### src/rtl/controle_pkg.sv
// Shared constants, state encoding and instruction field layout for the
// multi-cycle control unit.
package controle_pkg;

    localparam logic [5:0] OP_RTYPE = 6'h00;
    localparam logic [5:0] OP_BEQ   = 6'h04;
    localparam logic [5:0] OP_NOP   = 6'h3F;

    localparam logic [3:0] ALUOP_ADDSUB_R = 4'b0010;
    localparam logic [3:0] ALUOP_SUB      = 4'b0001;
    localparam logic [3:0] ALUOP_NONE     = 4'b0000;

    typedef enum logic [2:0] {
        ST_IDLE      = 3'd0,
        ST_DECODE    = 3'd1,
        ST_EXECUTE   = 3'd2,
        ST_WRITEBACK = 3'd3,
        ST_RETIRE    = 3'd4
    } estado_t;

    localparam int OPC_HI   = 31;
    localparam int OPC_LO   = 26;
    localparam int RS_HI    = 25;
    localparam int RS_LO    = 20;
    localparam int RT_HI    = 19;
    localparam int RT_LO    = 14;
    localparam int RD_HI    = 13;
    localparam int RD_LO    = 8;
    localparam int FUNCT_HI = 3;
    localparam int FUNCT_LO = 0;

endpackage

### src/rtl/decodificador_instr.sv
// Combinational opcode/funct decoder: produces the ALU control codes and the
// instruction class flags used by the control FSM.
module decodificador_instr
    import controle_pkg::*;
(
    input  logic [5:0] opcode,
    input  logic [3:0] instr_funct,
    output logic [3:0] alu_op,
    output logic [3:0] funct,
    output logic       is_rtype,
    output logic       is_beq,
    output logic       is_nop,
    output logic       is_illegal
);

    always_comb begin
        alu_op     = ALUOP_NONE;
        funct      = 4'b0000;
        is_rtype   = 1'b0;
        is_beq     = 1'b0;
        is_nop     = 1'b0;
        is_illegal = 1'b0;
        case (opcode)
            OP_RTYPE: begin
                alu_op   = ALUOP_ADDSUB_R;
                funct    = instr_funct;
                is_rtype = 1'b1;
            end
            OP_BEQ: begin
                alu_op = ALUOP_SUB;
                is_beq = 1'b1;
            end
            OP_NOP: begin
                is_nop = 1'b1;
            end
            default: begin
                is_illegal = 1'b1;
            end
        endcase
    end

endmodule

### src/rtl/unidade_controle.sv
// Multi-cycle control unit: accepts one instruction word at a time, sequences
// the datapath through decode/execute/writeback and reports retirement.
module unidade_controle
    import controle_pkg::*;
#(
    parameter int unsigned CNT_W = 16
) (
    input  logic             clock,
    input  logic             reset,
    input  logic             instr_valid,
    input  logic [31:0]      instr,
    output logic             instr_ready,
    input  logic             ZERO,
    input  logic [31:0]      alu_result,
    output logic             enable,
    output logic             reg_write,
    output logic [3:0]       AluOP,
    output logic [3:0]       funct,
    output logic [5:0]       rs,
    output logic [5:0]       rt,
    output logic [5:0]       rd,
    output logic             done,
    output logic [31:0]      result_q,
    output logic             branch_taken,
    output logic             illegal,
    output logic [CNT_W-1:0] retired
);

    estado_t    state;
    estado_t    state_next;
    logic [5:0] ir_op;
    logic [5:0] ir_rs;
    logic [5:0] ir_rt;
    logic [5:0] ir_rd;
    logic [3:0] ir_funct;
    logic       accept;
    logic       is_rtype;
    logic       is_beq;
    logic       is_nop;
    logic       is_illegal;
    logic       unused_instr_bits;

    assign accept            = instr_valid && instr_ready;
    assign unused_instr_bits = ^instr[7:4];

    // Opcode resets to NOP so the ALU-code outputs come out of reset as zero.
    always_ff @(posedge clock or posedge reset) begin
        if (reset) begin
            state    <= ST_IDLE;
            ir_op    <= OP_NOP;
            ir_rs    <= '0;
            ir_rt    <= '0;
            ir_rd    <= '0;
            ir_funct <= '0;
        end else begin
            state <= state_next;
            if (accept) begin
                ir_op    <= instr[OPC_HI:OPC_LO];
                ir_rs    <= instr[RS_HI:RS_LO];
                ir_rt    <= instr[RT_HI:RT_LO];
                ir_rd    <= instr[RD_HI:RD_LO];
                ir_funct <= instr[FUNCT_HI:FUNCT_LO];
            end
        end
    end

    decodificador_instr u_dec (
        .opcode      (ir_op),
        .instr_funct (ir_funct),
        .alu_op      (AluOP),
        .funct       (funct),
        .is_rtype    (is_rtype),
        .is_beq      (is_beq),
        .is_nop      (is_nop),
        .is_illegal  (is_illegal)
    );

    always_comb begin
        state_next = state;
        unique case (state)
            ST_IDLE:      if (accept) state_next = ST_DECODE;
            ST_DECODE:    state_next = (is_nop || is_illegal) ? ST_RETIRE : ST_EXECUTE;
            ST_EXECUTE:   state_next = is_beq ? ST_RETIRE : ST_WRITEBACK;
            ST_WRITEBACK: state_next = ST_RETIRE;
            ST_RETIRE:    state_next = ST_IDLE;
            default:      state_next = ST_IDLE;
        endcase
    end

    assign rs           = ir_rs;
    assign rt           = ir_rt;
    assign rd           = ir_rd;
    assign instr_ready  = (state == ST_IDLE);
    assign enable       = (state == ST_EXECUTE) || (state == ST_WRITEBACK);
    assign reg_write    = (state == ST_WRITEBACK) && (ir_rd != 6'd0);
    assign done         = (state == ST_RETIRE);
    assign branch_taken = done && is_beq && ZERO;
    assign illegal      = done && is_illegal;

    // Captured on the edge entering RETIRE so both are valid alongside done;
    // alu_result is already stable there since its operands are fixed.
    always_ff @(posedge clock or posedge reset) begin
        if (reset) begin
            result_q <= '0;
            retired  <= '0;
        end else if (state_next == ST_RETIRE) begin
            retired <= retired + CNT_W'(1);
            if (is_rtype || is_beq) begin
                result_q <= alu_result;
            end
        end
    end

endmodule

### config.mk
export PLATFORM = sky130hd
export DESIGN_NAME = unidade_controle
export DESIGN_NICKNAME = d
export VERILOG_FILES = /design/src/rtl/controle_pkg.sv /design/src/rtl/decodificador_instr.sv /design/src/rtl/unidade_controle.sv
export SDC_FILE = /design/constraint.sdc
export NUM_CORES = 1
export LEC_CHECK = 0
export CORE_MARGIN = 2
export CORE_UTILIZATION = 38
export CTS_CLUSTER_DIAMETER = 50
export CTS_CLUSTER_SIZE = 8
export DETAILED_ROUTE_END_ITERATION = 6
export GPL_ROUTABILITY_DRIVEN = 1
export HOLD_SLACK_MARGIN = 0.05
export PLACE_DENSITY = 0.77
export REMOVE_ABC_BUFFERS = 1
export SETUP_SLACK_MARGIN = 0.4
export SLEW_MARGIN = 25
export SYNTH_ARGS = -nofsm -noshare
export SYNTH_HDL_FRONTEND = slang
export SYNTH_SLANG_ARGS = --single-unit
export TNS_END_PERCENT = 20
### constraint.sdc
create_clock -name clock -period 2.5 [get_ports clock]
set_input_delay 0.375 -clock clock [delete_from_list [all_inputs] [get_ports clock]]
set_output_delay 0.375 -clock clock [all_outputs]
set_load 0.02 [all_outputs]
=== After elaboration in Yosys (flattened, before gate mapping) ===
Index checks and enable logic that the tools add are counted.

* Add/sub/neg operators: 1
* Reductions and logical operators: 13
* Eq/ne operators: 7
* Multiplexer cells: 10

{| class="wikitable"
|+ Operators with widths
! operator !! number
|-
| $add 16x1->16 const B || 1
|-
| $pmux 3 s4 || 1
|-
| $mux 3 || 3
|-
| $eq 3x2->1 const B || 2
|-
| $eq 3x3->1 const B || 2
|-
| $eq 6x3->1 const B || 1
|-
| $eq 6x6->1 const B || 1
|-
| $logic_not 6->1 || 1
|-
| $reduce_bool 6->1 || 1
|-
| $logic_and 1x1->1 || 5
|-
| $mux 1 || 4
|-
| $mux 4 || 1
|-
| $pmux 2 s2 || 1
|-
| $eq 3x1->1 const B || 1
|-
| $logic_not 3->1 || 1
|-
| $logic_or 1x1->1 || 3
|-
| $reduce_or 3->1 || 1
|-
| $reduce_and 2->1 || 1
|}

* Bits in registers: 79
* Word-level logic and storage cells: 39
* Input bits: 68
* Output and inout port bits: 80

=== Longest topological paths before layout ===
* Depth in word-level cells: 8
* Mapped depth: 5
* Gate-level depth less buffers: 5

=== Cells and area by module ===
From an unflattened synthesis, not the netlist that was laid out.

* Cells, all modules: 222
* Area total of the unflattened synthesis: 3281.9 um^2

{| class="wikitable"
|+ Modules (own cells, without submodules)
! module !! area an instance (um^2) !! sequential area each (um^2) !! instances !! cells each
|-
| unidade_controle || 3170.5 || 1984.4 || 1 || 205
|-
| decodificador_instr || 111.4 || 0.0 || 1 || 17
|}

=== Least setup slack after synthesis ===
OpenSTA, ideal clock, no wires.

* Path kind: register -> output
* Start: register ir_op[4]
* End: output port funct[0]
* Buffers on the path: 0
* Cell stages (with the launch flop): 5
* Arrival time: 1646 ps
* Data required time: 2125 ps
* Setup slack: 479 ps
* Path through: dfstp_2 nor4_4 nand2_2 nor2_1 and2_1

* Word-level cells in the longest chain between the ends: 2

{| class="wikitable"
|+ RTL lines
! item !! line !! RTL
|-
| start: declaration || unidade_controle.sv:31 || <nowiki>logic [5:0] ir_op;</nowiki>
|-
| start signal: assignment || unidade_controle.sv:58 || <nowiki>ir_op <= instr[OPC_HI:OPC_LO];</nowiki>
|-
| $logic_not 6->1 || decodificador_instr.sv:23 || <nowiki>case (opcode)</nowiki>
|-
| $mux 4 || decodificador_instr.sv:23 ||
|-
| end: declaration || unidade_controle.sv:18 || <nowiki>output logic [3:0] funct,</nowiki>
|}

Every way passes these cells.

=== Worst setup path in the final report ===
* Start: register ir_rd[1] (netlist: rd[1])
* End: output port reg_write

* Word-level cells in the longest chain between the ends: 2

{| class="wikitable"
|+ RTL lines
! item !! line !! RTL
|-
| start: declaration || unidade_controle.sv:34 || <nowiki>logic [5:0] ir_rd;</nowiki>
|-
| start signal: assignment || unidade_controle.sv:61 || <nowiki>ir_rd <= instr[RD_HI:RD_LO];</nowiki>
|-
| $reduce_bool 6->1 || unidade_controle.sv:95 || <nowiki>assign reg_write = (state == ST_WRITEBACK) && (ir_rd != 6'd0);</nowiki>
|-
| $logic_and 1x1->1 || unidade_controle.sv:95 ||
|-
| end: declaration || unidade_controle.sv:16 || <nowiki>output logic reg_write,</nowiki>
|}

Every way passes these cells.

==> run_results.csv <==
group,metric,value,unit
status,status,"finished, final reports clean",
power_and_ir_drop,powerDensity,979,nW/um2
worst_setup_path,reg2reg_depth,5,
synth,yosys_warnings,0,
synth,netlist-cell-type-count,34,
die,placementRows,33,
timing,tns,0,ns
worst_setup_path,crit_slowest_cell,"or4_1",
timing,finalCriticalPeriod,2.28,ns
placed_design,hpwlAfterDp,5390,um
finish,area_growth,54.3,%
cts,cts_buffers,9,
timing,drv_slew,0,
die,initial_core_util,39.7,%
cts,clkSinkCount,79,
synth,syn_area,3290,um2
timing,setup_viol,0,
worst_setup_path,crit_cells,3,
worst_setup_path,endpoint_kind,"output pin",
timing,timing.fmax,0.439,GHz
worst_setup_path,cp_max_fo,3,
timing,slew_headroom,64.1,%
timing,skew,0.0124,ns
power_and_ir_drop,power_leakage,0.00221,uW
placed_design,io_buffers,141,
timing,worst_slew_pin_slew,0.535,ns
timing,rsz0062_at_grt,"yes",
global_route,grt_pass1_vias,2508,
global_route,grt_max_degree,52,
drt,via_per_inst,4.88,
cts,root_buffer,"clkbuf_8",
power_and_ir_drop,vdd_drop_max,477,uV
cts,clkTransAtPathRegs,0.08,ns
drt,drt-total-wl,7350,um
global_route,gr-total-overflow,0,
hold_path,hold_path_class,"in -> async",
die,die_w,97.1,um
drt,num_vias,2411,
placed_design,gp_congestion,0.746,
synth,ys_ff_latch,79,
timing,hold_violations,0,
die,ioPinCount,148,
synth,ys_seq_area_share,60.2,%
finish,fin_area,5080,um2
synth,synth_cells,233,
global_route,grt_util_all_layers,16.5,%
die,die-area,9430,um2
flow_run,max-cap-violations,0,
cts,htreeDepth,3,
die,die_h,97.1,um
cts,clk_latency,0.34,ns
cts,tritoncts,"yes",
drt,wire_per_inst,14.9,um
die,core,8300,um2
worst_setup_path,cp_slowest_stage_delay,0.55,ns
worst_setup_path,crit_path_start_kind,"flip-flop",
finish,drive_above_1_share,24.4,%
worst_setup_path,cp_top_family,"simple AND/OR/NAND/NOR gates",
drt,ant_nets,0,
finish,fin_nets,453,
global_route,grt_pass1_wl,12500,um
drt,drcViolationCount,0,
placed_design,placed_area,4810,um2
worst_setup_path,cp.arrival,1.90,ns
global_route,antenna_found_initial,0,
timing,min_period_over_period,91.2,%
cts,holdBufCountCts,0,
drt,dr.pass1.iters,4,
worst_setup_path,crit_chain,"or4_1 -> o311a_1 -> dlygate4sd2_1",
worst_setup_path,worstSetupPathType,"reg -> out",
synth,syn_avg_cell_area,14.1,um2
worst_setup_path,cp.required,2.12,ns
cts,clock_path_buffers,2,
finish,insertedDiodeCount,0,
drt,drtIter0Drc,46,
finish,fillers,679,
worst_setup_path,crit_buf_inv,1,
## Yosys cell counts
cell,number,area (um2)
nor2b_1,1,6.26
nor3_1,3,15.0
a2111oi_2,1,15.0
nand4_1,7,43.8
a211oi_1,1,7.51
o21ai_0,3,15.0
buf_4,3,22.5
a21oi_1,4,20.0
o311a_1,1,10.0
nand4b_1,2,17.5
dfstp_2,6,158
mux2_2,56,631
nor2_4,1,11.3
buf_6,3,33.8
and2_1,6,37.5
nor4_4,1,21.3
xnor2_1,15,131
dfrtp_1,73,1830
and4_1,1,8.76
or3b_2,1,8.76
ha_1,1,12.5
and3_1,5,31.3
conb_1,1,3.75
nand2_2,1,6.26
nand2_1,6,22.5
mux2_1,4,45.0
nor3b_1,1,7.51
inv_1,5,18.8
buf_2,3,15.0
nand3_1,12,60.1
or4_1,1,7.51
nor2_1,2,7.51
a31o_2,1,8.76
o21bai_1,1,7.51
## stage by stage
stage / setup slack, ns / utilization, % / instances / hold slack (ns) / total power (uW)
after floorplan: 0.112 / - / 225 / 0.472 / 2950
after global placement: 0.275 / 58.0 / 475 / 0.460 / 3820
after detailed placement: 0.237 / 58.0 / 475 / 0.467 / 3860
after CTS: 0.165 / 61.3 / 494 / 0.395 / 5060
after global routing: 0.114 / 61.3 / 494 / 0.450 / 5270
final: 0.221 / 61.3 / 494 / 0.391 / 4980
## timing repair
item | 4_1_cts | 5_1_grt
setup buffers | 3 | 0
gates resized for setup | 15 | 3
pin swaps | 2 | 0
endpoints found under the setup margin | 12 | 12
## worst paths after layout
| kind | start | endpoint | slack (ns) |
|---|---|---|---|
| setup / recovery | rd[1] | reg_write | 0.22 |
| hold / removal | reset | result_q[18] | 0.39 |
| setup reg to reg | state[2] | result_q[31] | 0.57 |
| hold reg to reg | retired[15] | retired[15] | 0.47 |
| max in group asynchronous | reset | ir_op[2] | 1.41 |
| min in group clock | retired[15] | retired[15] | 0.47 |
## kinds of logic after synthesis
kind of cell	after synthesis	share of synthesized area, %
adder cells (fa/ha/maj)	1	0.380
AO/OA/AOI/OAI	12	2.54
flip-flops	79	60.2
other	1	0.114
multiplexers	60	20.5
buffers and inverters	14	2.73
AND/OR/NAND/NOR	51	9.50
XOR/XNOR	15	3.99
## sequential cells by signal, summed over array words and instances (netlist names)
register	cells
rd	6
result_q	32
ir_funct	4
ir_op	6
state	3
rt	6
rs	6
retired	16
## power by group
group          switching [uW]  internal, uW  leakage [uW]  total [uW]
Clock                     433           720      0.000124        1150
Sequential                299          1680       0.00102        1980
Combinational             864           983       0.00107        1850
## placed cells by master, fill, tap and decap left out, types with 7 or more instances in the layout
cell type        Yosys  routed
clkbuf_8             0      11
clkdlybuf4s50_1      0     132
dfrtp_1             73      72
mux2_2              56      56
nand3_1             12      12
nand4_1              7       7
xnor2_1             15      15
## cell type report
| type | count | area, um2 | share of cell area (%) |
|---|---|---|---|
| clock buffers | 13 | 159 | 3.13 |
| clock inverters | 3 | 90.1 | 1.77 |
| inverters | 5 | 20.0 | 0.394 |
| multi-input cells | 141 | 1240 | 24.3 |
| flip-flops and latches | 79 | 1990 | 39.1 |
| well taps | 105 | 131 | 2.58 |
| repair buffers | 148 | 1460 | 28.7 |
## per-layer routing
metal	part of all wire (%)	up-vias	wire length [um]	track usage [%]
met2	50	86	3700	27.5
met1	41	1188	3010	20.3
met3	7.2	8	532	5.04
met5	0	-	0	0
li1	-	1129	-	-
met4	1.3	0	97	6.18
(Power assumes the default switching activity.)
